--- config.mk ---
export PLATFORM = sky130hd
export DESIGN_NAME = fifo_drain_arbiter
export DESIGN_NICKNAME = d
export VERILOG_FILES = /design/src/rtl/fifo_drain_arbiter.sv
export SDC_FILE = /design/constraint.sdc
export NUM_CORES = 1
export LEC_CHECK = 0
export ABC_AREA = 1
export BUFFER_PORTS_ARGS = -buffer_cell sky130_fd_sc_hd__buf_2
export CAP_MARGIN = 20
export CORE_AREA = 2 2 65 67
export CTS_BUF_LIST = sky130_fd_sc_hd__clkbuf_4
export CTS_CLUSTER_SIZE = 14
export DETAILED_ROUTE_END_ITERATION = 8
export DIE_AREA = 0 0 67 69
export PLACE_DENSITY_LB_ADDON = 0.25
export SYNTH_ARGS = -nofsm -noshare
export SYNTH_HDL_FRONTEND = slang
export SYNTH_SLANG_ARGS = --single-unit
--- constraint.sdc ---
create_clock -name clk -period 5.9 [get_ports clk]
set_clock_uncertainty 0.15 [all_clocks]
set_input_delay 1.18 -clock clk [delete_from_list [all_inputs] [get_ports clk]]
set_output_delay 1.18 -clock clk [all_outputs]
set_load 0.005 [all_outputs]
--- src/rtl/fifo_drain_arbiter.sv ---
// fifo_drain_arbiter: drains NUM_IN input FIFOs into two output FIFOs chosen by word MSB.
// Define FIFO_ARB_STRICT_PRIO_EN for fixed lowest-index priority instead of round-robin.
module fifo_drain_arbiter #(
  parameter int NUM_IN         = 4,
  parameter int FIFO_WORD_SIZE = 10,
  parameter int FIFO_PTR_SIZE  = 3,
  parameter int AF_DEFAULT     = 6,
  parameter int AE_DEFAULT     = 1
) (
  input  logic                             clk,
  input  logic                             reset,
  input  logic                             init,
  input  logic [FIFO_PTR_SIZE-1:0]         almost_full_threshold_input,
  input  logic [FIFO_PTR_SIZE-1:0]         almost_empty_threshold_input,
  input  logic [NUM_IN-1:0]                in_empty,
  input  logic [NUM_IN-1:0]                in_valid,
  input  logic [NUM_IN*FIFO_WORD_SIZE-1:0] in_data,
  input  logic [1:0]                       out_almost_full,
  input  logic [NUM_IN+1:0]                fifo_error,
  output logic [NUM_IN-1:0]                in_rd_en,
  output logic [1:0]                       out_wr_en,
  output logic [FIFO_WORD_SIZE-1:0]        out_data,
  output logic                             fifo_init,
  output logic [FIFO_PTR_SIZE-1:0]         almost_full_threshold,
  output logic [FIFO_PTR_SIZE-1:0]         almost_empty_threshold,
  output logic [4:0]                       state,
  output logic                             idle
);

  localparam int IDX_W = (NUM_IN > 1) ? $clog2(NUM_IN) : 1;

  typedef enum logic [4:0] {
    S_RESET  = 5'b00001,
    S_INIT   = 5'b00010,
    S_IDLE   = 5'b00100,
    S_ACTIVE = 5'b01000,
    S_ERROR  = 5'b10000
  } state_t;

  state_t                    state_q, state_d;
  logic                      any_err;
  logic                      grant_found;
  logic [IDX_W-1:0]          grant_idx;
  logic                      pop_en;
  logic                      flush;
  logic                      vld_p1_q;
  logic [IDX_W-1:0]          port_p1_q;
  logic [FIFO_WORD_SIZE-1:0] sel_data;
  logic                      sel_valid;
  logic                      push_d;
  logic [1:0]                out_wr_en_d, out_wr_en_q;
  logic [FIFO_WORD_SIZE-1:0] out_data_q;
  logic [FIFO_PTR_SIZE-1:0]  af_thr_q, ae_thr_q;

  assign any_err = |fifo_error;

`ifdef FIFO_ARB_STRICT_PRIO_EN
  always_comb begin
    grant_found = 1'b0;
    grant_idx   = '0;
    for (int i = NUM_IN - 1; i >= 0; i--) begin
      if (!in_empty[i]) begin
        grant_found = 1'b1;
        grant_idx   = IDX_W'(i);
      end
    end
  end
`else
  logic [IDX_W-1:0] rr_ptr_q;
  logic [IDX_W-1:0] cand;

  // Search starts one past the last granted port; the power-of-2 width wraps it.
  always_comb begin
    grant_found = 1'b0;
    grant_idx   = '0;
    cand        = '0;
    for (int i = 1; i <= NUM_IN; i++) begin
      cand = rr_ptr_q + IDX_W'(i);
      if (!grant_found && !in_empty[cand]) begin
        grant_found = 1'b1;
        grant_idx   = cand;
      end
    end
  end

  always_ff @(posedge clk or posedge reset) begin
    if (reset) begin
      rr_ptr_q <= IDX_W'(NUM_IN - 1);
    end else if (pop_en) begin
      rr_ptr_q <= grant_idx;
    end
  end
`endif

  always_comb begin
    state_d = state_q;
    case (state_q)
      S_RESET:  state_d = S_INIT;
      S_INIT:   begin
        if (any_err)    state_d = S_ERROR;
        else if (!init) state_d = S_IDLE;
      end
      S_IDLE:   begin
        if (any_err)          state_d = S_ERROR;
        else if (init)        state_d = S_INIT;
        else if (~&in_empty)  state_d = S_ACTIVE;
      end
      S_ACTIVE: begin
        if (any_err)                       state_d = S_ERROR;
        else if (init)                     state_d = S_INIT;
        else if (&in_empty && !vld_p1_q)   state_d = S_IDLE;
      end
      S_ERROR:  state_d = S_ERROR;
      default:  state_d = S_RESET;
    endcase
  end

  always_ff @(posedge clk or posedge reset) begin
    if (reset) state_q <= S_RESET;
    else       state_q <= state_d;
  end

  // Stage p0: grant and pop strobe
  assign pop_en = (state_q == S_ACTIVE) && !init && !any_err && grant_found &&
                  (out_almost_full == 2'b00);
  assign flush  = (state_d == S_ERROR);

  always_comb begin
    in_rd_en = '0;
    if (pop_en) in_rd_en[grant_idx] = 1'b1;
  end

  always_ff @(posedge clk) begin
    if (pop_en) port_p1_q <= grant_idx;
  end

  // Stage p1: the popped FIFO presents its word; capture and route it
  always_comb begin
    sel_data  = '0;
    sel_valid = 1'b0;
    for (int i = 0; i < NUM_IN; i++) begin
      if (port_p1_q == IDX_W'(i)) begin
        sel_data  = in_data[i*FIFO_WORD_SIZE +: FIFO_WORD_SIZE];
        sel_valid = in_valid[i];
      end
    end
  end

  assign push_d      = vld_p1_q && sel_valid && !flush;
  assign out_wr_en_d = !push_d ? 2'b00 :
                       (sel_data[FIFO_WORD_SIZE-1] ? 2'b10 : 2'b01);

  always_ff @(posedge clk or posedge reset) begin
    if (reset) begin
      vld_p1_q    <= 1'b0;
      out_wr_en_q <= 2'b00;
      out_data_q  <= '0;
    end else begin
      vld_p1_q    <= pop_en && !flush;
      out_wr_en_q <= out_wr_en_d;
      if (push_d) out_data_q <= sel_data;
    end
  end

  // Stage p2: registered push to the output FIFOs
  always_ff @(posedge clk or posedge reset) begin
    if (reset) begin
      af_thr_q <= FIFO_PTR_SIZE'(AF_DEFAULT);
      ae_thr_q <= FIFO_PTR_SIZE'(AE_DEFAULT);
    end else if (state_q == S_INIT) begin
      af_thr_q <= almost_full_threshold_input;
      ae_thr_q <= almost_empty_threshold_input;
    end
  end

  assign out_wr_en              = out_wr_en_q;
  assign out_data               = out_data_q;
  assign fifo_init              = (state_q == S_INIT);
  assign idle                   = (state_q == S_IDLE);
  assign state                  = state_q;
  assign almost_full_threshold  = af_thr_q;
  assign almost_empty_threshold = ae_thr_q;

endmodule

==> impl_metrics.py, run 1 <==
metrics = {
    "run_status": {
        "status": "complete, no violations",
    },
    "min_path": {
        "hp-start": "almost_full_threshold[1]",
        "hold_class": "reg -> reg",
        "holdPathEnd": "almost_full_threshold[1]",
        "holdPathStages": 2,
    },
    "clocking": {
        "clockRootBuffer": "clkbuf_4",
        "ctsHoldBuffers": 0,
        "post_cts_buffers": 0,
        "cts_tree": "yes",
        "clock_sinks": 28,
        "cts_buffer_depth": 2,
        "cts_buffers": 3,
        "htree_num_levels": 1,
        "postCtsResizedCells": 0,
        "clk_pin_slew_ps": 140,
        "clock_latency_ps": 320,
    },
    "routing": {
        "drtIter0Drc": 113,
        "viasPerCell": 4.83,
        "drc": 0,
        "first_pass_iters": 4,
        "postRouteAntennaNets": 0,
        "routedWlPerCell_um": 10.7,
        "vias": 1969,
        "wl_um": 4380,
    },
    "grt": {
        "grt_remaining_overflow": 0,
        "antenna_found_initial": 0,
        "grt_max_degree": 27,
        "grt.total_usage": 0.197,
        "grt_pass1_vias": 1739,
        "grt_pass1_wl_um": 7440,
    },
    "synthesis": {
        "yosysSeqAreaShare": 0.372,
        "synth_edf_count": 2,
        "synth.distinct_cells": 31,
        "synth_area_leaders": "dfrtp_1 (26%), nand2_1 (20%), dfstp_2 (8.2%)",
        "synthesis.nets": 334,
        "yosys.area.top_type": "dfrtp_1",
        "synth_flop_cell": "dfrtp_1",
        "yosys.area.top_type_share": 0.260,
        "ys_async_sr_fraction": 0.929,
        "syn_inst": 269,
        "yosysWarnings": 0,
        "syn-cell-area_mm2": 0.00193,
        "syn_area_per_cell_um2": 7.17,
        "yosys_register_bits": 28,
    },
    "timing": {
        "whs_ps": 328,
        "maxSlewHeadroom": 0.398,
        "period_share": 0.631,
        "tightestPinTransition_ps": 901,
        "fmax_ghz": 0.269,
        "finalCriticalPeriod_ps": 3720,
        "hold_viol": 0,
        "fin_setup_tns_ps": 0,
        "finalSetupViolCount": 0,
        "rsz0062_at_grt": "no",
        "slew_viol_final": 0,
    },
    "finish": {
        "register_area_um2": 718,
        "multiInputGateArea_mm2": 0.00103,
        "drive_gt1_frac": 0.416,
        "final_cell_mix": "nand2_1 (101), buf_2 (93), inv_1 (24), dfrtp_1 (20), nand3_1 (18)",
        "diodes": 0,
        "nNetsFinal": 424,
        "final_common_cell": "nand2_1",
        "fillers": 372,
        "area_growth_pct": 27.4,
    },
    "die": {
        "die_y_um": 69,
        "initial_utilization": 0.493,
        "dieArea_mm2": 0.00462,
        "core_area_mm2": 0.00391,
        "die_x_um": 67,
        "ios": 94,
        "rows": 23,
    },
    "power_and_ir_drop": {
        "clock_power_share": 0.222,
        "p_int_uw": 378,
        "ir_drop_mv": 0.134,
        "netSwitchingPower_uw": 171,
        "seqPwrFrac": 0.464,
        "power_frac_comb": 0.314,
        "power_density_mw_per_mm2": 224,
        "power.leakage_uw": 0.00143,
        "switching_share": 0.312,
    },
    "critical_path": {
        "end_kind": "output pin",
        "setup.worst_path.start_class": "primary input",
        "regToRegStartpoint": "port_p1_q[0]",
        "path_max_fanout": 7,
        "worstSetupPathType": "in -> out",
        "r2r-end": "out_data[3]",
        "worst-endpoint-arrival_ps": 2390,
        "worst-r2r-setup-slack_ps": 3480,
        "reg2regPathDepth": 7,
        "critPathRequiredTime_ps": 4570,
    },
    "place": {
        "dp_hpwl_um": 3530,
        "io_buffers": 93,
        "place_congestion": 0.889,
    },
    "flow_run": {
        "cap_violations": 0,
    },
}
==> critical path, stage by stage <==
cell	delay, ps
buf_2	90
nor2_1	90
nand3_1	150
nor2_1	270
nand4_2	170
clkinv_2	140
nand2_1	80
nor2_1	90
buf_2	110
==> area by class of cell <==
type	count	share of cell area
Clock buffer	3	0.00917
Multi-Input combinational cell	201	0.419
Sequential cell	28	0.292
Clock inverter	1	0.0122
Tap cell	50	0.0255
Timing Repair Buffer	93	0.190
Inverter	32	0.0525
==> worst max-delay path by stage <==
stage	startpoint	endpoint	slack (ps)	cells after the start
4_1_cts	fifo_error[3]	in_rd_en[0]	2180	9
3_3_place_gp	fifo_error[3]	in_rd_en[0]	2230	9
5_1_grt	fifo_error[3]	in_rd_en[2]	2020	9
2_1_floorplan	fifo_error[3]	in_rd_en[0]	2510	7
6_report	fifo_error[3]	in_rd_en[0]	2180	9
3_5_place_dp	fifo_error[3]	in_rd_en[2]	2190	9
==> registers in the layout, indices dropped and copies added (netlist names) <==
signal	cells
almost_empty_threshold	3
almost_full_threshold	3
out_data	10
out_wr_en	2
port_p1_q	2
rr_ptr_q	2
state	5
vld_p1_q	1
==> power groups by stage <==
stage	Clock, µW	Combinational [µW]	Sequential (µW)
after global routing	136	201	258
after floorplan	0	98.4	262
after global placement	0	173	257
after CTS	126	176	255
after detailed placement	0	175	259
final	122	172	255
==> synthesized netlist by cell type (3+ instances only) <==
cell type	number
a221oi_1	9
buf_6	3
clkbuf_1	5
dfrtp_1	20
dfstp_2	6
inv_1	24
inv_2	5
nand2_1	101
nand2_2	17
nand3_1	18
nand4_1	3
nor2_1	14
nor2_2	6
o21ai_0	8
o21ai_2	10
==> per-layer routing <==
metal,GRT usage,share of wire,vias to the layer above
li1,-,-,1049
met5,0,0,-
met1,0.272,0.46,859
met2,0.323,0.48,59
met3,0.0424,0.060,2
met4,0.0249,0.0034,0
==> per-stage QoR <==
stage / area [µm²] / utilization / power, µW / worst slack [ps] / instances
final: 2460 / 0.628 / 549 / 2180 / 408
after global routing: 2460 / 0.628 / 595 / 2020 / 408
after CTS: 2460 / 0.628 / 557 / 2180 / 408
after detailed placement: 2400 / 0.614 / 433 / 2190 / 404
after global placement: 2400 / 0.614 / 430 / 2230 / 404
after floorplan: 1930 / - / 360 / 2510 / 269
==> logic make-up after synthesis <==
logic type / after synthesis / share of synthesized area
buffers and inverters: 40 / 0.0941
and+or+nand+nor: 167 / 0.402
AOI/OAI and AO/OA: 34 / 0.132
DFF: 28 / 0.372
(Power assumes the default switching activity.)
==> run 2, diff against run 1 <==
Settings changed: ABC_AREA 1 to 0, CORE_AREA 2 2 65 67 to 2 2 64 66, DIE_AREA 0 0 67 69 to 0 0 66 68.
Clock period 5.9 ns to 3.7 ns, I/O delays scaled along.
==> run 2 against run 1 <==
Effect of this change: count of clock-buffer cells in the layout did not move; first-iteration DRC count fell by 73%; combinational power rose by 62%; setup slack got worse by 1600 ps; synthesized area fell by 14%; non-clock buffer count rose by 2; utilization fell by 5.5 points; clock power rose by 4%; highest routed layer unchanged.
==> impl_metrics.py, run 2 <==
metrics = {
    "critical_path": {
        "end_kind": "output pin",
        "regToRegStartpoint": "port_p1_q[0]",
        "critPathRequiredTime_ps": 2810,
        "cp_cell_sequence": "buf_2 > nor4_1 > nand2_1 > or4_4 > clkinv_2 > and3_1 > buf_2",
        "path_common_cell": "buf_2",
        "worst-endpoint-arrival_ps": 2270,
        "r2r-end": "out_data[0]",
        "crit_path_top_delay_cell": "or4_4",
        "max_stage_delay_ps": 600,
        "reg2regPathDepth": 5,
        "setup.worst_path.start_class": "primary input",
        "path_max_fanout": 7,
        "critPathBufInv": 3,
        "cp_top_family": "simple AND/OR/NAND/NOR gates",
        "worst-r2r-setup-slack_ps": 1300,
        "worstSetupPathDepth": 7,
        "worstSetupPathType": "in -> out",
    },
    "power_and_ir_drop": {
        "seqPwrFrac": 0.516,
        "power.leakage_uw": 0.00113,
        "ir_drop_mv": 0.169,
        "netSwitchingPower_uw": 264,
        "switching_share": 0.315,
        "power_density_mw_per_mm2": 379,
        "p_int_uw": 573,
        "power_frac_comb": 0.332,
        "clock_power_share": 0.152,
    },
    "timing": {
        "finalCriticalPeriod_ps": 3160,
        "period_share": 0.855,
        "fin_setup_tns_ps": 0,
        "rsz0062_at_grt": "no",
        "whs_ps": 191,
        "maxSlewHeadroom": 0.561,
        "fmax_ghz": 0.316,
        "finalSetupViolCount": 0,
        "slew_viol_final": 0,
        "hold_viol": 0,
        "tightestPinTransition_ps": 658,
    },
    "finish": {
        "drive_gt1_frac": 0.629,
        "final_common_cell": "buf_2",
        "final_area_mm2": 0.00221,
        "nNetsFinal": 287,
        "final_cell_mix": "buf_2 (93), dfrtp_1 (20), mux4_2 (11), nor2_1 (10), mux2_2 (10)",
        "area_growth_pct": 32.6,
        "diodes": 0,
        "fin_util": 0.573,
        "instances_no_fill": 271,
        "largest_register_ffs": 10,
    },
    "routing": {
        "wl_um": 3810,
        "routedWlPerCell_um": 14.1,
        "postRouteAntennaNets": 0,
        "vias": 1382,
        "drtIter0Drc": 31,
        "first_pass_iters": 4,
        "viasPerCell": 5.10,
        "drc": 0,
    },
    "grt": {
        "grt_pass1_vias": 1418,
        "grt_max_degree": 27,
        "grt.total_usage": 0.185,
        "grt_remaining_overflow": 0,
        "grt_pass1_wl_um": 6350,
        "antenna_found_initial": 0,
    },
    "synthesis": {
        "yosys.area.top_type_share": 0.300,
        "synth.distinct_cells": 45,
        "yosysWarnings": 0,
        "ys_top_cells_by_count": "dfrtp_1 (20), mux4_2 (11), mux2_2 (10), nor2_1 (10), mux2_4 (8)",
        "yosys_register_bits": 28,
        "synth_area_leaders": "dfrtp_1 (30%), mux4_2 (15%), dfstp_2 (9.5%)",
        "yosysSeqAreaShare": 0.431,
        "synth_edf_count": 2,
        "syn_inst": 129,
        "ys_async_sr_fraction": 0.929,
        "synth_flop_cell": "dfrtp_1",
        "syn_area_per_cell_um2": 12.9,
        "syn-cell-area_mm2": 0.00167,
        "yosys.area.top_type": "dfrtp_1",
        "post-synth-top-count-cell": "dfrtp_1",
        "synthesis.nets": 194,
    },
    "clocking": {
        "post_cts_buffers": 0,
        "cts_tree": "yes",
        "clock_sinks": 28,
        "ctsHoldBuffers": 0,
        "htree_num_levels": 1,
        "clockRootBuffer": "clkbuf_4",
        "postCtsResizedCells": 0,
        "clk_pin_slew_ps": 130,
        "clock_latency_ps": 330,
        "cts_buffer_depth": 2,
        "cts_buffers": 3,
    },
    "die": {
        "dieArea_mm2": 0.00449,
        "core_area_mm2": 0.00386,
        "die_x_um": 66,
        "initial_utilization": 0.432,
        "rows": 23,
        "die_y_um": 68,
        "ios": 94,
    },
    "place": {
        "place_congestion": 0.732,
        "place_area_mm2": 0.00216,
        "io_buffers": 93,
        "dp_hpwl_um": 3000,
        "post-place-cells": 266,
    },
    "flow_run": {
        "cap_violations": 0,
    },
    "min_path": {
        "hold_class": "in -> async",
    },
    "run_status": {
        "status": "complete, no violations",
    },
}
-- run 2: changes by cell type after synthesis, moves of 5 or more --
cell,before,now
mux2_4,0,8
inv_1,24,6
nand2_2,17,0
nor2_2,6,0
inv_2,5,0
mux4_2,0,11
mux2_2,0,10
nand3_1,18,3
a221oi_1,9,0
o21ai_2,10,0
nand2_1,101,4
-- run 2: layout make-up --
type                            count  area, µm²
Timing Repair Buffer               95        500
Fill cell                         349       1650
Tap cell                           50       62.6
Sequential cell                    28        718
Clock inverter                      1       3.75
Clock buffer                        3       22.5
Inverter                            7       27.5
Multi-Input combinational cell     87        875
-- run 2: stage by stage --
stage,power (µW),setup WS [ps]
after floorplan,604,834
after global placement,710,561
after detailed placement,719,547
after CTS,849,539
after global routing,903,398
final,837,537
-- run 2: worst max-delay path by stage --
stage	from	slack, ps	endpoint
2_1_floorplan	fifo_error[3]	830	in_rd_en[2]
3_5_place_dp	fifo_error[3]	550	in_rd_en[3]
4_1_cts	fifo_error[3]	540	in_rd_en[3]
3_3_place_gp	fifo_error[3]	560	in_rd_en[3]
6_report	fifo_error[3]	540	in_rd_en[3]
5_1_grt	fifo_error[3]	400	in_rd_en[1]
-- run 2: kinds of logic after synthesis --
logic type      after synthesis  share of synthesized area
xor+xnor                      3                     0.0158
flops                        28                      0.431
simple gates                 33                      0.110
mux                          31                      0.302
compound gates               20                     0.0969
buf+inv                      14                     0.0443
-- run 2: per-layer routing --
metal | wire length, µm | global-route usage | share of wire
met1 | 1620 | 0.211 | 0.42
met2 | 1930 | 0.340 | 0.51
met3 | 230 | 0.0510 | 0.060
met4 | 34 | 0.0510 | 0.0089
met5 | 0 | 0 | 0
-- run 2: worst reg2reg max path: stages, from the launching register on --
cell and delay (ps):
edfxtp_1 800, mux4_2 640, o311ai_4 110, a31oi_2 60, buf_4 210, mux2_4 310
-- run 2: power by group through the flow --
stage	sequential [µW]	clock [µW]	combinational, µW
after global placement	438	0	272
after floorplan	414	0	190
final	432	127	278
after global routing	443	148	312
after detailed placement	441	0	278
after CTS	434	136	279
